## src/rtl/posit_pkg.sv

```systemverilog
// rtl/posit_pkg.sv - shared posit types, classification constants and helpers
// Purpose: operand classes, scheduler state encoding and the accumulator tag
//          carried alongside the decoder pipeline.
// Ports:   none (package).
package posit_pkg;

    // Widest posit the helper functions accept; callers zero-extend into it.
    localparam int MAX_W = 32;

    localparam logic [1:0] VLD_ZERO  = 2'b00;
    localparam logic [1:0] VLD_VALID = 2'b01;
    localparam logic [1:0] VLD_NAR   = 2'b10;

    typedef enum logic [1:0] {
        IDLE  = 2'd0,
        RUN   = 2'd1,
        DRAIN = 2'd2,
        DONE  = 2'd3
    } sched_state_t;

    typedef struct packed {
        logic slot;
        logic skip;
        logic first;
        logic last;
    } tag_t;

    // NaR is the single pattern with only the sign bit set.
    function automatic logic is_nar(input logic [MAX_W-1:0] x, input int w);
        logic [MAX_W-1:0] m;
        m = MAX_W'(1) << (w - 1);
        return (x == m);
    endfunction

    // Operands are zero-extended, so upper bits never disturb the test.
    function automatic logic is_zero(input logic [MAX_W-1:0] x);
        return (x == '0);
    endfunction

    function automatic logic [1:0] classify(input logic [MAX_W-1:0] x, input int w);
        if (is_nar(x, w))
            return VLD_NAR;
        else if (is_zero(x))
            return VLD_ZERO;
        else
            return VLD_VALID;
    endfunction

endpackage

```

## src/rtl/posit_tag_pipe.sv

```systemverilog
// rtl/posit_tag_pipe.sv - fixed-depth tag delay line with synchronous flush
// Purpose: delays accumulator tags so they line up with decoder outputs.
// Ports:   clk_i  clock
//          flush  synchronous clear of every stage
//          tag_i  tag entering the line
//          tag_o  tag leaving the line after DEPTH cycles
module posit_tag_pipe
    import posit_pkg::*;
#(
    parameter int DEPTH = 1
) (
    input  logic clk_i,
    input  logic flush,
    input  tag_t tag_i,
    output tag_t tag_o
);

    tag_t r_stage [DEPTH];

    always_ff @(posedge clk_i) begin
        if (flush) begin
            for (int i = 0; i < DEPTH; i++)
                r_stage[i] <= '0;
        end else begin
            r_stage[0] <= tag_i;
            for (int i = 1; i < DEPTH; i++)
                r_stage[i] <= r_stage[i-1];
        end
    end

    assign tag_o = r_stage[DEPTH-1];

endmodule

```

## src/rtl/posit_decode_sched.sv

```systemverilog
// rtl/posit_decode_sched.sv - dot-product job sequencer feeding a paired posit decoder
// Purpose: joins weight/activation streams, skips zero pairs, tracks NaR and
//          emits accumulator controls aligned with the decoder outputs.
// Ports:   clk_i, rst                      clock, sync active-high reset
//          start, len                      job request (sampled in IDLE)
//          s_w_valid/s_w_data              weight stream
//          s_d_valid/s_d_data, s_ready     activation stream, joint ready
//          dec_vld/dec_win/dec_din         decoder inputs
//          acc_en/acc_skip/acc_first/acc_last  accumulator controls
//          busy, done, nar                 job status
module posit_decode_sched
    import posit_pkg::*;
#(
    parameter int WIDTH   = 8,
    parameter int EXP     = 2,
    parameter int LEN_W   = 8,
    parameter int DEC_LAT = 1
) (
    input  logic             clk_i,
    input  logic             rst,
    input  logic             start,
    input  logic [LEN_W-1:0] len,
    input  logic             s_w_valid,
    input  logic [WIDTH-1:0] s_w_data,
    input  logic             s_d_valid,
    input  logic [WIDTH-1:0] s_d_data,
    output logic             s_ready,
    output logic             dec_vld,
    output logic [WIDTH-1:0] dec_win,
    output logic [WIDTH-1:0] dec_din,
    output logic             acc_en,
    output logic             acc_skip,
    output logic             acc_first,
    output logic             acc_last,
    output logic             busy,
    output logic             done,
    output logic             nar
);

    generate
        if (DEC_LAT < 1) begin : g_bad_lat
            $error("posit_decode_sched: DEC_LAT must be >= 1");
        end
        if (WIDTH < 3 || WIDTH > MAX_W || EXP < 0 || EXP > WIDTH - 3) begin : g_bad_fmt
            $error("posit_decode_sched: unsupported WIDTH/EXP combination");
        end
    endgenerate

    localparam int DW = (DEC_LAT < 1) ? 1 : $clog2(DEC_LAT + 1);

    sched_state_t     r_state;
    logic [LEN_W-1:0] r_cnt;
    logic             r_first;
    logic             r_nar;
    logic [DW-1:0]    r_drain;
    logic             r_dec_vld;
    logic [WIDTH-1:0] r_dec_win;
    logic [WIDTH-1:0] r_dec_din;
    tag_t             r_tag;
    tag_t             w_tail;

    logic [1:0] w_w_cls;
    logic [1:0] w_d_cls;
    logic       w_xfer;
    logic       w_pair_nar;
    logic       w_pair_zero;
    logic       w_last;

    assign s_ready     = (r_state == RUN);
    assign w_xfer      = s_ready & s_w_valid & s_d_valid;
    assign w_w_cls     = classify(MAX_W'(s_w_data), WIDTH);
    assign w_d_cls     = classify(MAX_W'(s_d_data), WIDTH);
    assign w_pair_nar  = (w_w_cls == VLD_NAR) | (w_d_cls == VLD_NAR);
    // A NaR must reach the decoder even when its partner is zero.
    assign w_pair_zero = ((w_w_cls == VLD_ZERO) | (w_d_cls == VLD_ZERO)) & ~w_pair_nar;
    assign w_last      = (r_cnt == LEN_W'(1));

    always_ff @(posedge clk_i) begin
        if (rst) begin
            r_state <= IDLE;
            r_cnt   <= '0;
            r_first <= 1'b0;
            r_nar   <= 1'b0;
            r_drain <= '0;
        end else begin
            case (r_state)
                IDLE: begin
                    if (start) begin
                        r_nar   <= 1'b0;
                        r_cnt   <= len;
                        r_first <= 1'b1;
                        r_state <= (len != '0) ? RUN : DONE;
                    end
                end
                RUN: begin
                    if (w_xfer) begin
                        r_cnt   <= r_cnt - 1'b1;
                        r_first <= 1'b0;
                        if (w_pair_nar)
                            r_nar <= 1'b1;
                        // Leaving RUN drops s_ready on the same edge, so the
                        // counter can never be pushed below zero.
                        if (w_last) begin
                            r_state <= DRAIN;
                            r_drain <= DW'(DEC_LAT);
                        end
                    end
                end
                DRAIN: begin
                    // Hold until the last tag has left the delay line.
                    if (r_drain == '0)
                        r_state <= DONE;
                    else
                        r_drain <= r_drain - 1'b1;
                end
                DONE: begin
                    r_state <= IDLE;
                end
                default: begin
                    r_state <= IDLE;
                end
            endcase
        end
    end

    always_ff @(posedge clk_i) begin
        if (rst) begin
            r_dec_vld <= 1'b0;
            r_dec_win <= '0;
            r_dec_din <= '0;
            r_tag     <= '0;
        end else begin
            r_dec_vld   <= w_xfer & ~w_pair_zero;
            // Skipped pairs leave the decoder inputs untouched to avoid toggling.
            if (w_xfer & ~w_pair_zero) begin
                r_dec_win <= s_w_data;
                r_dec_din <= s_d_data;
            end
            r_tag.slot  <= w_xfer;
            r_tag.skip  <= w_xfer & w_pair_zero;
            r_tag.first <= w_xfer & r_first;
            r_tag.last  <= w_xfer & w_last;
        end
    end

    posit_tag_pipe #(
        .DEPTH (DEC_LAT)
    ) u_tag_pipe (
        .clk_i (clk_i),
        .flush (rst),
        .tag_i (r_tag),
        .tag_o (w_tail)
    );

    assign dec_vld   = r_dec_vld;
    assign dec_win   = r_dec_win;
    assign dec_din   = r_dec_din;
    assign acc_en    = w_tail.slot & ~w_tail.skip;
    assign acc_skip  = w_tail.slot & w_tail.skip;
    assign acc_first = w_tail.slot & w_tail.first;
    assign acc_last  = w_tail.slot & w_tail.last;
    assign busy      = (r_state != IDLE);
    assign done      = (r_state == DONE);
    assign nar       = r_nar;

endmodule
```

## config.mk

```make
export PLATFORM = sky130hd
export DESIGN_NAME = posit_decode_sched
export DESIGN_NICKNAME = d
export VERILOG_FILES = /design/src/rtl/posit_pkg.sv /design/src/rtl/posit_tag_pipe.sv /design/src/rtl/posit_decode_sched.sv
export SDC_FILE = /design/constraint.sdc
export NUM_CORES = 1
export LEC_CHECK = 0
export BUFFER_PORTS_ARGS = -buffer_cell sky130_fd_sc_hd__buf_2
export CAP_MARGIN = 15
export CORE_MARGIN = 2
export CORE_UTILIZATION = 35
export DETAILED_ROUTE_END_ITERATION = 10
export SLEW_MARGIN = 20
export SYNTH_ARGS = -nofsm -noshare
export SYNTH_HDL_FRONTEND = slang
export SYNTH_HIERARCHICAL = 1
export SYNTH_SLANG_ARGS = --single-unit
```

## constraint.sdc

```tcl
create_clock -name clk_i -period 3.45 [get_ports clk_i]
set_clock_uncertainty 0.1 [all_clocks]
set_input_delay 0.69 -clock clk_i [delete_from_list [all_inputs] [get_ports clk_i]]
set_output_delay 0.69 -clock clk_i [all_outputs]
set_load 0.02 [all_outputs]
```

Word level (Yosys, flattened, before mapping)
Memories as Yosys holds them, arrays and structs flattened.
Cells that the tools add are included.
{"block": "classes", "n_eq_ne": 13, "addsub": 2, "n_bitwise": 16, "n_reduce_logical": 14, "muxes": 29}
{"op": "$eq A8 B8 Y1 const B", "count": 2}
{"op": "$logic_not A8 Y1", "count": 2}
{"op": "$mux W8", "count": 2}
{"op": "$pmux W8 S2", "count": 1}
{"op": "$mux W1", "count": 14}
{"op": "$mux W2", "count": 7}
{"op": "$and A1 B1 Y1", "count": 11}
{"op": "$eq A2 B2 Y1 const B", "count": 4}
{"op": "$eq A8 B1 Y1 const B", "count": 1}
{"op": "$pmux W2 S4", "count": 1}
{"op": "$reduce_and A4 Y1", "count": 2}
{"op": "$reduce_bool A8 Y1", "count": 1}
{"op": "$sub A8 B1 Y8 const B", "count": 1}
{"op": "$logic_not A2 Y1", "count": 3}
{"op": "$ne A2 B1 Y1 const B", "count": 3}
{"op": "$pmux W1 S2", "count": 3}
{"op": "$reduce_and A3 Y1", "count": 2}
{"op": "$reduce_bool A2 Y1", "count": 3}
{"op": "$mux W4", "count": 1}
{"op": "$ne A2 B2 Y1 const B", "count": 2}
{"op": "$reduce_or A4 Y1", "count": 1}
{"op": "$not A1 Y1", "count": 3}
{"op": "$eq A2 B1 Y1 const B", "count": 1}
{"op": "$or A1 B1 Y1", "count": 2}
{"op": "$sub A1 B1 Y1 const B", "count": 1}
{"block": "word_totals", "ramBits": 4, "reg_bits": 34, "inputBits": 29, "out_inout_bits": 25, "wordCells": 87, "mem_count": 1}
{"name": "u_tag_pipe.r_stage", "words": 1, "width": 4, "rd": 1, "rd_clocked_by_memory_dff": 0, "write_ports": 1, "line_no": "posit_tag_pipe.sv:18", "source": "tag_t r_stage [DEPTH];"}

Logic depth before layout (Yosys ltp)
{"block": "logic_depth", "word_depth": 9, "depth_mapped": 8, "mapped_depth_nobuf": 7}

Modules after synthesis
The synthesis kept the hierarchy.
{"module": "posit_decode_sched", "n_inst": 1, "seq_area_each_um2": 680.7, "area_per_inst_um2": 1739.2, "cells_each": 193}
{"module": "posit_tag_pipe", "n_inst": 1, "seq_area_each_um2": 80.1, "area_per_inst_um2": 105.1, "cells_each": 8}

Least setup slack after synthesis
No wires, ideal clock.
{"block": "synth_timing", "kind": "input to register", "from": "input s_d_data[2]", "to": "register r_dec_din[0], in the netlist dec_din[0]", "t_required_ps": 3230, "cell_stages": 6, "arrival_time_ps": 2198, "path_buffers": 1, "setup_time_ps": 120, "slack_ps": 1032, "cell_sequence": "or4_4 > or2_4 > a211oi_4 > nor2_4 > buf_6 > mux2i_1"}
{"block": "synth_between", "elab_chain_cells": 9, "word_cells_on_any_way": 12, "classes_between": "eq/ne (2); mux (2); bitwise (6); reduce/logical (2)"}
{"item": "start, declared", "line_no": "posit_decode_sched.sv:26", "source": "input logic [WIDTH-1:0] s_d_data,"}
{"item": "$logic_not A8 Y1", "line_no": "posit_pkg.sv:37", "source": "return (x == '0);"}
{"item": "$mux W1", "line_no": "posit_pkg.sv:43", "source": "else if (is_zero(x))"}
{"item": "$mux W2 (*)", "line_no": "posit_pkg.sv:41", "source": "if (is_nar(x, w))"}
{"item": "$eq A2 B2 Y1", "line_no": "posit_decode_sched.sv:73", "source": "assign w_pair_nar = (w_w_cls == VLD_NAR) | (w_d_cls == VLD_NAR);"}
{"item": "$or A1 B1 Y1", "line_no": "posit_decode_sched.sv:73"}
{"item": "$not A1 Y1", "line_no": "posit_decode_sched.sv:75", "source": "assign w_pair_zero = ((w_w_cls == VLD_ZERO) | (w_d_cls == VLD_ZERO)) & ~w_pair_nar;"}
{"item": "$and A1 B1 Y1 (*)", "line_no": "posit_decode_sched.sv:75"}
{"item": "$not A1 Y1 (*)", "line_no": "posit_decode_sched.sv:135", "source": "if (w_xfer & ~w_pair_zero) begin"}
{"item": "$and A1 B1 Y1 (*)", "line_no": "posit_decode_sched.sv:135"}
{"item": "end signal, assigned", "line_no": "posit_decode_sched.sv:137", "source": "r_dec_din <= s_d_data;"}
{"item": "end, declared", "line_no": "posit_decode_sched.sv:58", "source": "logic [WIDTH-1:0] r_dec_din;"}
Mark *: on every way between the ends. The rest lies on a longest branch, timed or not.
A chain may end at the register's enable or synchronous reset.

Worst setup path after layout
{"block": "layout_timing", "from": "register r_state[1]", "to": "register r_state[0]"}
{"block": "layout_between", "elab_chain_cells": 5, "word_cells_on_any_way": 12, "classes_between": "eq/ne (7); mux (1); bitwise (2); reduce/logical (2)"}
{"item": "start, declared", "line_no": "posit_decode_sched.sv:51", "source": "sched_state_t r_state;"}
{"item": "start signal, assigned", "line_no": "posit_decode_sched.sv:92", "source": "r_state <= (len != '0) ? RUN : DONE;"}
{"item": "$eq A2 B1 Y1", "line_no": "posit_decode_sched.sv:69, posit_decode_sched.sv:86"}
{"item": "$and A1 B1 Y1 (2 in a row)", "line_no": "posit_decode_sched.sv:70", "source": "assign w_xfer = s_ready & s_w_valid & s_d_valid;"}
{"item": "$ne A2 B1 Y1 (no line)"}
{"item": "$reduce_and A4 Y1 (no line)"}
Several ways; a longest one is shown, not always the timed one.

==> impl_metrics.env <==
export IMPL_status="complete, no violations"
export IMPL_ctsResizeCount=0
export IMPL_path_max_fanout=11
export IMPL_hold_path_class="register to register"
export IMPL_synthMuxAreaShare_pct=8.752
export IMPL_antenna_found_initial=0
export IMPL_syn_area_um2=1844
export IMPL_post_cts_setup_buffers=0
export IMPL_cts_root_buf="clkbuf_8"
export IMPL_worst_pin_slew_ns=0.7824
export IMPL_syn_num_nets=237
export IMPL_setup_viol=0
export IMPL_drv_cap=0
export IMPL_rows=26
export IMPL_grt_pass1_vias=1389
export IMPL_crit_slowest_cell="a221oi_1"
export IMPL_nFillCells=518
export IMPL_drive_above_1_share_pct=27.63
export IMPL_drc=0
export IMPL_nets=292
export IMPL_placed_cell_area_um2=2182
export IMPL_period_needed_ns=2.497
export IMPL_viasPerCell=4.657
export IMPL_multi_input_area_um2=1012
export IMPL_numCtsBuffers=5
export IMPL_synth_seq_cells=38
export IMPL_max_stage_delay_ns=0.43
export IMPL_dieArea_um2=5866
export IMPL_critPathRequiredTime_ns=3.56
export IMPL_netlist_instances=201
export IMPL_fin_ws_ns=0.9531
export IMPL_synthDistinctLibCells=43
export IMPL_cts_sinks=38
export IMPL_crit_chain="inv_1 -> ha_1 -> buf_4 -> nor4b_1 -> nand3_1 -> a221oi_1 -> nor2_1 -> a211oi_1"
export IMPL_synth_ff_type="dfxtp_1"
export IMPL_ys_seq_area_share_pct=41.25
export IMPL_drv_slew=0
export IMPL_clk_pin_slew_ns=0.08
export IMPL_cp_end_kind="register"
export IMPL_synth_compound_area_share_pct=14.04
export IMPL_drt_wl_total_mm=3.894
export IMPL_clk_path_buf_depth=2
export IMPL_preCtsSetupSlack_ns=0.7469
export IMPL_worstSetupPathType="register to register"
export IMPL_initial_utilization_pct=36.11
export IMPL_rsz0062_at_grt="no"
export IMPL_fmax_ghz=0.4005
export IMPL_grt_max_degree=54
export IMPL_cellPowerDensity_nw_per_um2=728.2
export IMPL_core_region_area_um2=5107
export IMPL_yosys_area_share_xor_xnor_pct=0
export IMPL_fp_dieH_um=76.59
export IMPL_vias=1523
export IMPL_wire_per_inst_um=11.91
export IMPL_ir_drop_v=0.0003532
export IMPL_die_w_um=76.59
export IMPL_syn2layout_area_growth_pct=25.78
export IMPL_antenna_diode_count=0
export IMPL_leakagePower_nw=0.9905
export IMPL_grt_usage_pct=13.79
export IMPL_holdBufCountCts=0
export IMPL_synth_edf_count=0
export IMPL_synthArstFlopShare_pct=0
export IMPL_synth_top_family_by_area="simple AND/OR/NAND/NOR gates"
export IMPL_cts_htree_levels=2
export IMPL_fin_area_um2=2320
export IMPL_synth_simple_area_share_pct=27.34
export IMPL_synth_fa_ha_area_share_pct=4.749
export IMPL_first_pass_iters=4
export IMPL_hpwl_mm=2.786
export IMPL_fin_crit_sh_pct=72.37
export IMPL_gp_congestion=0.7587
export IMPL_grt_pass1_wl_mm=6.506
export IMPL_place_port_buffers=53
export IMPL_grt_overflow_total=0
export IMPL_worst_ep_arrival_time_ns=2.60
export IMPL_cts_tree="built"
export IMPL_antenna_left=0
export IMPL_relSlewSlack_pct=47.84
export IMPL_synth_warnings=6
export IMPL_clk_latency_ns=0.29
export IMPL_worst_setup_path_start_kind="register"
export IMPL_avgSynthCellArea_um2=9.175
export IMPL_setup_tns_ns=0
export IMPL_io_pins=54
export IMPL_drt_iter0_drc=44
export IMPL_hold_viol_final=0
export IMPL_seqCellArea_um2=760.7
[synthesized netlist by cell type (2+ instances only)]
cell	n	area (µm²)
dfxtp_1	38	760.7
nand2b_1	29	181.4
mux2i_1	15	150.1
nor2_1	14	52.55
inv_1	9	33.78
nor2b_1	8	50.05
a21oi_1	7	35.03
clkbuf_1	7	26.28
ha_1	7	87.58
nand2_1	7	26.28
nor3_1	7	35.03
o21ai_0	6	30.03
and2_1	5	31.28
a211oi_1	4	30.03
a22oi_1	3	22.52
or4_1	3	22.52
a221oi_1	2	17.52
nand3_1	2	10.01
o22ai_1	2	12.51
o41ai_1	2	17.52
or3_1	2	12.51
[final timing paths]
path,cells after the start,end,from,slack (ns)
worst max-delay path,8,r_state[0],r_state[1],0.95
worst min-delay path,1,u_tag_pipe/r_stage[0][0],r_tag[0],0.34
worst max register to register,8,r_state[0],r_state[1],0.95
worst min register to register,1,u_tag_pipe/r_stage[0][0],r_tag[0],0.34
[cells by family (layout without fill, tap and decap cells)]
logic type,count (synthesis),count (layout)
adder cells (fa/ha/maj),7,7
buffers and inverters,17,73
flip-flops,38,38
multiplexers,16,16
AO/OA/AOI/OAI,36,36
AND/OR/NAND/NOR,87,87
[critical path: cells and delay by family, from the launching register on]
family	cells	cell delay (ns)
adders and majority gates	1	0.28
AOI/OAI and AO/OA	2	0.64
DFF	1	0.35
buffers and inverters	2	0.34
and+or+nand+nor	3	0.72
[registers in the layout, summed over array words and instances, names as in the netlist]
name                count
dec_din                 8
dec_win                 8
r_cnt                   8
r_tag                   4
u_tag_pipe/r_stage      4
r_state                 2
dec_vld                 1
nar                     1
r_drain                 1
r_first                 1
[final cells by class]
class / count / area share (%)
Inverter: 9 / 1.456
Timing Repair Buffer: 56 / 12.41
Sequential cell: 38 / 32.79
Clock inverter: 3 / 2.967
Tap cell: 70 / 3.776
Clock buffer: 5 / 2.967
Multi-Input combinational cell: 146 / 43.64
[metrics by stage]
stage               power, mW  hold slack (ns)  util [%]  instances
floorplan               1.063           0.3138         -        201
global placement        1.240           0.3190     42.72        319
detailed placement      1.245           0.3204     42.72        319
CTS                     1.705           0.3403     45.42        327
global route            1.809           0.3563     45.42        327
finish                  1.689           0.3365     45.42        327
[cells in the final DEF, fill, tap and decap left out, drive strengths merged, types with 4 or more instances in the layout]
master,synthesis,routed
a211oi,5,5
a21oi,7,7
and2,5,5
buf,1,56
clkbuf,7,5
dfxtp,38,38
ha,7,7
inv,9,9
mux2i,15,15
nand2,7,7
nand2b,29,29
nor2,15,15
nor2b,8,8
nor3,7,7
o21ai,6,6
or4,4,4
[routing by layer]
layer | GRT usage (%) | up-vias | part of all wire, %
met5 | 0 | - | 0
met4 | 5.455 | 0 | 1.6
met3 | 3.791 | 6 | 3.4
met2 | 20.80 | 25 | 46
met1 | 18.64 | 683 | 49
li1 | - | 809 | -
[where the power goes]
part / leakage, nW / internal (mW) / total [mW] / switching (mW)
clock: 0.0683 / 0.290 / 0.456 / 0.166
sequential: 0.309 / 0.510 / 0.573 / 0.0621
combinational: 0.613 / 0.269 / 0.661 / 0.392
total: 0.991 / 1.07 / 1.69 / 0.620
(Power assumes the default switching activity.)
